--- src/rtl/alu_seq_divider.sv ---
// Multi-cycle restoring divider for the ALU: one quotient bit per clock,
// signed or unsigned operands, with div-by-zero and signed overflow flags.
module alu_seq_divider #(
    parameter int WIDTH = 16
) (
    input  logic             clk,
    input  logic             rst,
    input  logic             start,
    input  logic             signed_sel,
    input  logic [WIDTH-1:0] dividend,
    input  logic [WIDTH-1:0] divisor,
    output logic             busy,
    output logic             done,
    output logic [WIDTH-1:0] quotient,
    output logic [WIDTH-1:0] remainder,
    output logic             div_zero,
    output logic             ov
);

    typedef enum logic [1:0] {
        S_IDLE,
        S_RUN,
        S_FIX,
        S_DONE
    } state_t;

    localparam logic [WIDTH-1:0] MIN_NEG = {1'b1, {(WIDTH-1){1'b0}}};
    localparam logic [3:0] LAST = 4'(WIDTH - 1);

    state_t state, state_nx;
    logic accept;
    logic [3:0] count;
    logic [WIDTH-1:0] dq;
    logic [WIDTH-1:0] dvs;
    logic [WIDTH-1:0] rem;
    logic q_neg, r_neg, ov_case;

    logic [WIDTH-1:0] dvd_mag, dvs_mag;
    logic [WIDTH:0] shifted, diff;
    logic div_is_zero;

    assign div_is_zero = (divisor == '0);
    assign dvd_mag = (signed_sel && dividend[WIDTH-1]) ? -dividend : dividend;
    assign dvs_mag = (signed_sel && divisor[WIDTH-1]) ? -divisor : divisor;
    assign shifted = {rem, dq[WIDTH-1]};
    assign diff = shifted - {1'b0, dvs};

    always_ff @(posedge clk or posedge rst) begin
        if (rst) begin
            state <= S_IDLE;
            busy <= 1'b0;
            done <= 1'b0;
        end else begin
            state <= state_nx;
            busy <= (state_nx == S_RUN) || (state_nx == S_FIX);
            done <= (state_nx == S_DONE);
        end
    end

    always_comb begin
        state_nx = state;
        accept = 1'b0;
        unique case (state)
            S_IDLE, S_DONE: begin
                if (start) begin
                    accept = 1'b1;
                    state_nx = div_is_zero ? S_DONE : S_RUN;
                end else begin
                    state_nx = S_IDLE;
                end
            end
            S_RUN: begin
                if (count == LAST) begin
                    state_nx = S_FIX;
                end
            end
            S_FIX: state_nx = S_DONE;
        endcase
    end

    always_ff @(posedge clk or posedge rst) begin
        if (rst) begin
            count <= '0;
            dq <= '0;
            dvs <= '0;
            rem <= '0;
            q_neg <= 1'b0;
            r_neg <= 1'b0;
            ov_case <= 1'b0;
            quotient <= '0;
            remainder <= '0;
            div_zero <= 1'b0;
            ov <= 1'b0;
        end else if (accept) begin
            div_zero <= div_is_zero;
            ov <= 1'b0;
            count <= '0;
            rem <= '0;
            dq <= dvd_mag;
            dvs <= dvs_mag;
            q_neg <= signed_sel & (dividend[WIDTH-1] ^ divisor[WIDTH-1]);
            r_neg <= signed_sel & dividend[WIDTH-1];
            ov_case <= signed_sel && (dividend == MIN_NEG) && (divisor == '1);
            if (div_is_zero) begin
                quotient <= '1;
                remainder <= dividend;
            end
        end else if (state == S_RUN) begin
            // A set sign bit means the trial went negative: restore.
            if (!diff[WIDTH]) begin
                rem <= diff[WIDTH-1:0];
                dq <= {dq[WIDTH-2:0], 1'b1};
            end else begin
                rem <= shifted[WIDTH-1:0];
                dq <= {dq[WIDTH-2:0], 1'b0};
            end
            count <= count + 4'd1;
        end else if (state == S_FIX) begin
            quotient <= q_neg ? -dq : dq;
            remainder <= r_neg ? -rem : rem;
            ov <= ov_case;
        end
    end

endmodule

--- config.mk ---
export PLATFORM = sky130hd
export DESIGN_NAME = alu_seq_divider
export DESIGN_NICKNAME = d
export VERILOG_FILES = /design/src/rtl/alu_seq_divider.sv
export SDC_FILE = /design/constraint.sdc
export NUM_CORES = 1
export LEC_CHECK = 0
export CAP_MARGIN = 20
export CORE_MARGIN = 4
export CORE_UTILIZATION = 61
export DETAILED_ROUTE_END_ITERATION = 16
export PLACE_DENSITY = 0.86
export SLEW_MARGIN = 10
export SYNTH_ARGS = -nofsm -noshare
export SYNTH_HDL_FRONTEND = slang
export SYNTH_SLANG_ARGS = --single-unit
--- constraint.sdc ---
create_clock -name clk -period 7.3 [get_ports clk]
set_input_delay 1.46 -clock clk [delete_from_list [all_inputs] [get_ports clk]]
set_output_delay 1.46 -clock clk [all_outputs]
set_load 0.02 [all_outputs]
==> results of run 1 <==
==> where the power goes <==
part / internal (mW) / switching [mW] / leakage, nW
clock network: 0.178 / 0.186 / 0.110
registers: 0.608 / 0.151 / 1.06
logic: 0.492 / 0.614 / 1.84
==> registers in the layout, indices dropped and copies added, names as in the netlist <==
register   count
dq            16
q_neg          1
r_neg          1
ov_case        1
state          2
remainder     16
done           1
quotient      16
count          4
dvs           16
rem           16
ov             1
busy           1
div_zero       1
==> critical path, stage by stage <==
cell and delay [ns]:
clkdlybuf4s50_1 0.48, nor3_1 0.37, nand2_1 0.14, nor4_1 0.28, nand2_1 0.17, nor4_4 0.49, buf_6 0.24, o21bai_1 0.16
ha_1 0.27
==> area by class of cell <==
cell class | count | area (µm²) | area share
Sequential cell | 93 | 2330 | 0.331
Inverter | 32 | 121 | 0.0173
Clock buffer | 11 | 151 | 0.0216
Multi-Input combinational cell | 534 | 3410 | 0.486
Clock inverter | 5 | 57.6 | 0.00819
Tap cell | 133 | 166 | 0.0237
Timing Repair Buffer | 78 | 787 | 0.112
==> cell usage after synthesis, drive strengths merged, types with 24 or more instances <==
library cell	n
a21oi	73
clkbuf	24
dfrtp	93
ha	25
inv	32
mux2i	33
nand2	85
nor2	50
nor3	27
o21ai	73
xnor2	35
xor2	37
==> through the flow <==
step | util | std cells | cell area, µm² | hold slack, ns
3_3_place_gp | 0.699 | 867 | 6770 | 0.452
6_report | 0.725 | 886 | 7020 | 0.490
3_5_place_dp | 0.699 | 867 | 6770 | 0.473
5_1_grt | 0.725 | 886 | 7020 | 0.516
2_1_floorplan | - | 694 | 6030 | 0.438
4_1_cts | 0.721 | 883 | 6980 | 0.493
==> metal layers <==
layer / routed length, µm / vias up
li1: - / 2528
met1: 6020 / 2423
met2: 6910 / 229
met3: 951 / 33
met4: 444 / 0
met5: 0 / -
==> worst max path at each step <==
stage	depth (start not counted)	endpoint	slack, ns	start
2_1_floorplan	1	busy	3.42	rst
3_3_place_gp	9	remainder[13]	2.82	divisor[2]
3_5_place_dp	9	remainder[12]	2.69	divisor[2]
4_1_cts	9	remainder[6]	3.07	divisor[2]
5_1_grt	10	remainder[1]	3.29	divisor[6]
6_report	9	busy	3.47	divisor[6]
==> cells by family (layout without fill, tap and decap cells) <==
group	after synthesis	in the layout	synth area share
buf+inv	67	126	0.0490
compound gates	191	191	0.183
fa+ha+maj	26	26	0.0552
xor+xnor	72	72	0.108
simple gates	211	211	0.162
mux	34	34	0.0567
flops	93	93	0.386
==> impl_metrics.toml, run 1 <==
[global_routing]
antenna_found_initial = 0
grt_util_all_layers = 0.253
grt_max_degree = 73
grt_busiest_layer = "met2"
grt_pass1_vias = 4899
use_met3 = 0.0324
grt-ovfl-total = 0
grt_pass1_wl_um = 23400
grt_use_met1 = 0.333
use_met2 = 0.416

[yosys]
ys.warnings.count = 0
ys_types = 58
yosysTopAreaCell = "dfrtp_1"
synth_fp_nets = 756
async_flop_share = 1.00
synthTopCellsByArea = "dfrtp_1 39%, a21oi_1 6.0%, o21ai_0 5.9%"
ys_seq_elements = 93
syn_area_um2 = 6030
syn_avg_cell_area_um2 = 8.69
synth_edf_count = 0
ys_seq_area_frac = 0.386
synth_ff_type = "dfrtp_1"
postSynthCellCount = 694
synth_top_area_share = 0.386

[timing]
rsz0062_at_grt = "no"
worstMarginPinSlew_ns = 0.927
slew_viol_final = 0
setup_viol = 0
fin_crit_sh = 0.524
setup_ws_ns = 3.47
layout_min_cycle_time_ns = 3.83
fin_skew_ns = 0.0111
timing.final.hold_violations = 0
clock.fmax_mhz = 261
setup_tns_ns = 0
max_slew_margin = 0.382

[layout]
synthToLayoutAreaGrowth_pct = 16.5
layout-drive-gt1-share = 0.0571
diodes = 0
final_common_cell = "dfrtp_1"
fin_nets = 810
fill_cells = 715
final_cell_mix = "93 x dfrtp_1, 85 x nand2_1, 72 x a21oi_1"

[detailed_routing]
wirelength_um = 14300
viasPerCell = 5.88
drt-initial-drc-count = 468
dr.pass1.iters = 6
wl_per_cell_um = 16.2
vias = 5213
detail-route-antenna-nets = 0
drc = 0

[cts]
post_cts_buffers = 0
h-tree-depth = 3
cts_buffer_depth = 2
cts-resized-gates = 0
cts_tree = "done"
clk_pin_slew_ns = 0.09
cts-root-buf = "clkbuf_8"
cts_buffers = 9
cts_sinks = 93
ctsHoldBuffers = 0
clock_latency_ns = 0.37

[critical_path]
critPathRequiredTime_ns = 7.55
rrSetupSlack_ns = 3.81
end_kind = "register"
critPathKind = "in -> reg"
worstPathArrival_ns = 4.08
startpoint_type = "input pin"
r2r_cells = 10
path_max_fanout = 15
reg2reg_to = "rem[0]"
r2r_start = "dq[15]"

[pwr]
powerDensity_nw_per_um2 = 317
total_leakage_power_nw = 3.01
power_mw = 2.23
ir_drop_uv = 174

[place]
pre_cts_ws_ns = 2.69
port-buffer-count = 71
dp_hpwl_um = 10400
place_congestion = 0.870

[min_path]
min_path_cells = 1
min_from = "div_zero"
hold_path_class = "reg -> reg"
hold_path_end = "div_zero"

[die]
start_util = 0.623
die_area_um2 = 11500
die_height_um = 107
rows = 36
fp.dieW_um = 107
core_um2 = 9680
design.portCount = 72

[job]
maxCapViolCount = 0

[status]
status = "finished, final reports clean"
Note: power is estimated with default switching activity, not from simulation.
==> run 2: changes to the inputs <==
Settings changed: CORE_UTILIZATION 61 to 57, PLACE_DENSITY 0.86 to 0.81.
Clock period 7.3 ns to 3.9 ns, I/O delays scaled along.
==> run 2 against run 1 <==
Clock skew hardly changed. Wire length is 4.6% higher. Sequential power is 88% higher. Final area is 0.20% lower. Critical path depth is 1 higher. Critical path type is now reg -> reg. Largest power group unchanged. Highest routed layer unchanged.
==> impl_metrics.toml, run 2 (synthesized netlist as in run 1, its figures left out) <==
[critical_path]
rrSetupSlack_ns = 0.55
crit_start = "dq[15]"
critPathKind = "reg -> reg"
end_kind = "register"
worstPathArrival_ns = 3.65
reg2reg_to = "rem[0]"
r2r_cells = 10
cp-endpoint = "rem[0]"
critPathRequiredTime_ns = 4.20
r2r_start = "dq[15]"
path_max_fanout = 18
startpoint_type = "register"

[die]
die_height_um = 111
rows = 37
die_area_um2 = 12300
fp.dieW_um = 111
core_um2 = 10300
design.portCount = 72
start_util = 0.584

[pwr]
intPower_mw = 2.38
pwr-share-seq = 0.343
p_sw_mw = 1.78
ir_drop_uv = 336
netSwitchingFraction = 0.428
powerDensity_nw_per_um2 = 593
total_leakage_power_nw = 3.01
pwr-share-comb = 0.505
p_clk_frac = 0.152

[min_path]
hold_path_class = "reg -> reg"

[detailed_routing]
wl_met1_um = 6290
wl_met3_um = 822
wl_per_cell_um = 16.8
drc = 0
vias = 5291
detail-route-antenna-nets = 0
wirelength_um = 15000
viasPerCell = 5.94
topRoutingLayerUsed = "met4"
wl_met2_um = 7410
dr.pass1.iters = 5
drt-initial-drc-count = 380

[timing]
layout_min_cycle_time_ns = 3.35
max_slew_margin = 0.367
worstMarginPinSlew_ns = 0.941
rsz0062_at_grt = "no"
setup_viol = 0
timing.final.hold_violations = 0
fin_crit_sh = 0.859
setup_tns_ns = 0
clock.fmax_mhz = 298
fin_skew_ns = 0.0108
slew_viol_final = 0

[layout]
layout-drive-gt1-share = 0.0557
final_cells = 890
fill_cells = 835
synthToLayoutAreaGrowth_pct = 16.3
diodes = 0
final_common_cell = "dfrtp_1"
fin_nets = 813
final_cell_mix = "93 x dfrtp_1, 85 x nand2_1, 72 x a21oi_1"
final_util = 0.679
stdcell_area_um2 = 7010

[place]
dpl_cell_area_um2 = 6830
dp.cells = 876
port-buffer-count = 71
dp_hpwl_um = 11200
place_congestion = 0.942

[cts]
cts_tree = "done"
post_cts_buffers = 0
h-tree-depth = 3
cts_buffer_depth = 2
clk_pin_slew_ns = 0.09
cts-resized-gates = 0
ctsHoldBuffers = 0
cts_sinks = 93
clock_latency_ns = 0.37
cts-root-buf = "clkbuf_8"
cts_buffers = 9

[global_routing]
antenna_found_initial = 0
grt-ovfl-total = 0
grt_pass1_wl_um = 25400
grt_max_degree = 64
grt_pass1_vias = 5112
grt_util_all_layers = 0.249

[status]
status = "finished, final reports clean"

[job]
maxCapViolCount = 0
run 2: changes by cell type in the layout (fill, tap and decap cells not counted), sizes merged:
cell / change
inv: -1
clkbuf: +1
buf: +3
clkinv: -2
run 2: worst min path at each step:
| stage | start | end | slack [ns] | cells past startpoint |
|---|---|---|---|---|
| floorplan | ov_case | ov_case | 0.44 | 2 |
| global placement | ov_case | ov_case | 0.46 | 2 |
| detailed placement | ov_case | ov_case | 0.47 | 2 |
| CTS | remainder[13] | remainder[13] | 0.49 | 2 |
| global route | remainder[11] | remainder[11] | 0.51 | 2 |
| finish | dvs[14] | dvs[14] | 0.48 | 2 |
run 2: power groups by stage:
stage          combinational [mW]  clock [mW]  sequential, mW
3_3_place_gp                 1.97           0            1.42
3_5_place_dp                 2.05           0            1.43
6_report                     2.10       0.632            1.43
4_1_cts                      2.08       0.636            1.42
2_1_floorplan                1.71           0            1.33
5_1_grt                      2.33       0.669            1.46
run 2: layout make-up:
| cell class | count | area, µm² | area share |
|---|---|---|---|
| well taps | 136 | 170 | 0.0243 |
| repair buffers | 81 | 798 | 0.114 |
| flip-flops and latches | 93 | 2330 | 0.332 |
| clock buffers | 12 | 145 | 0.0207 |
| multi-input cells | 534 | 3410 | 0.487 |
| inverters | 32 | 121 | 0.0173 |
| clock inverters | 2 | 35.0 | 0.00500 |
run 2: per-layer routing:
layer,up-vias,GRT usage
met2,206,0.430
met3,33,0.0322
met4,0,0.105
met1,2519,0.315
li1,2533,-
met5,-,0
run 2: worst max-delay path, stage by stage, from the launching register on:
cell      delay [ns]
dfrtp_1         0.36
inv_1           0.09
ha_1            0.23
fa_1            0.38
nand2b_1        0.21
a21oi_2         0.20
a31oi_2         0.17
o41ai_4         0.53
xor2_4          0.53
mux2_2          0.41
a21oi_1         0.16
run 2: through the flow:
step	hold slack [ns]	total power [mW]	setup slack (ns)
finish	0.484	4.16	0.549
detailed placement	0.469	3.49	0.490
floorplan	0.438	3.04	0.700
global route	0.509	4.46	0.327
global placement	0.457	3.39	0.656
CTS	0.488	4.13	0.572
==> run 3: changes to the inputs <==
Settings changed: CORE_UTILIZATION 57 to 58, CTS_BUF_LIST set to sky130_fd_sc_hd__clkbuf_8, PLACE_DENSITY 0.81 to 0.82, SLEW_MARGIN 10 to unset.
==> run 3 against run 2 <==
Non-clock buffer count unchanged. Register-to-register slack about the same. Flip-flop and latch count is the same. Setup slack worse by 0.015 ns. Clock power up 2%. Wire length shrank 0.62%. Critical path depth did not move. Count of clock-buffer cells in the layout fell by 2. Power fell by 0.23%. Core utilization up 2.7 points. Via count fell by 0.64%. Critical path type unchanged.
==> impl_metrics.toml, run 3 (synthesized netlist as in run 1, its figures left out) <==
[layout]
stdcell_area_um2 = 7030
multi_input_comb_area_um2 = 3410
fill_cells = 778
synthToLayoutAreaGrowth_pct = 16.5
layout-drive-gt1-share = 0.0595
seq_area_um2 = 2330
final_common_cell = "dfrtp_1"
diodes = 0
final_cell_mix = "93 x dfrtp_1, 85 x nand2_1, 72 x a21oi_1"
fin_nets = 813

[global_routing]
grt_pass1_wl_um = 25100
antenna_found_initial = 0
grt-ovfl-total = 0
grt_pass1_vias = 5205
grt_util_all_layers = 0.263
grt_max_degree = 64

[cts]
cts-root-buf = "clkbuf_8"
cts_buffers = 9
cts-resized-gates = 0
clock_latency_ns = 0.36
ctsHoldBuffers = 0
cts_sinks = 93
post_cts_buffers = 0
h-tree-depth = 3
clk_pin_slew_ns = 0.09
cts_buffer_depth = 2
cts_tree = "done"

[detailed_routing]
drt-initial-drc-count = 309
vias = 5257
dr.pass1.iters = 5
viasPerCell = 5.91
wirelength_um = 14900
wl_per_cell_um = 16.8
drc = 0
detail-route-antenna-nets = 0

[pwr]
ir_drop_uv = 324
total_leakage_power_nw = 3.03
powerDensity_nw_per_um2 = 591

[min_path]
hold_path_class = "reg -> reg"
min_path_cells = 1

[place]
port-buffer-count = 71
dp_hpwl_um = 11100
dpl_cell_area_um2 = 6810
place_congestion = 0.910

[timing]
fin_crit_sh = 0.863
clock.fmax_mhz = 297
setup_tns_ns = 0
fin_skew_ns = 0.00546
timing.final.hold_violations = 0
rsz0062_at_grt = "no"
setup_viol = 0
layout_min_cycle_time_ns = 3.37
worstMarginPinSlew_ns = 0.825
slew_viol_final = 0
max_slew_margin = 0.445

[critical_path]
critPathKind = "reg -> reg"
startpoint_type = "register"
r2r_cells = 10
worstPathArrival_ns = 3.65
end_kind = "register"
critPathRequiredTime_ns = 4.19
path_max_fanout = 18

[die]
rows = 36
start_util = 0.606
design.portCount = 72
die_area_um2 = 12100
core_um2 = 9950
die_height_um = 110
fp.dieW_um = 110

[status]
status = "finished, final reports clean"

[job]
maxCapViolCount = 0
==> run 3: routing by layer <==
metal  GRT usage  part of all wire  vias to the layer above
met5           0                 0                        -
met4       0.102             0.026                        0
met3      0.0346             0.062                       30
met2       0.456              0.49                      177
met1       0.333              0.42                     2518
li1            -                 -                     2532
==> run 3: cell type report <==
type,instances,share of cell area
inverters,32,0.0173
multi-input cells,534,0.486
clock buffers,10,0.0196
repair buffers,81,0.115
well taps,133,0.0237
flip-flops and latches,93,0.331
clock inverters,6,0.00766
==> run 3: metrics by stage <==
| stage | setup WS, ns | instances | util | hold WS [ns] | total power, mW |
|---|---|---|---|---|---|
| floorplan | 0.700 | 694 | - | 0.438 | 3.04 |
| global placement | 0.664 | 872 | 0.684 | 0.450 | 3.38 |
| detailed placement | 0.551 | 872 | 0.684 | 0.467 | 3.47 |
| CTS | 0.575 | 888 | 0.703 | 0.488 | 4.13 |
| global route | 0.336 | 889 | 0.706 | 0.520 | 4.46 |
| finish | 0.534 | 889 | 0.706 | 0.485 | 4.15 |
==> run 3: power breakdown <==
group          leakage [nW]  switching (mW)  internal (mW)  total [mW]
combinational          1.86            1.14          0.938        2.08
clock                 0.107           0.336          0.307       0.643
sequential             1.06           0.289           1.14        1.43
total                  3.03            1.77           2.38        4.15
==> run 3: path summary, 6_finish.rpt <==
check	start	slack, ns	to
min in group asynchronous	rst	0.59	count[0]
setup reg to reg	dq[15]	0.53	rem[0]
hold reg to reg	div_zero	0.49	div_zero
setup / recovery	dq[15]	0.53	rem[0]
hold / removal	div_zero	0.49	div_zero
max in group asynchronous	rst	2.46	dq[1]
==> run 3: critical path, stage by stage (launching register included) <==
cell and delay (ns):
dfrtp_1 0.35, inv_1 0.08, ha_1 0.24, fa_1 0.40, nand2b_1 0.21, a21oi_2 0.19
a31oi_2 0.17, o41ai_4 0.57, xor2_4 0.53, mux2_2 0.40, a21oi_1 0.15
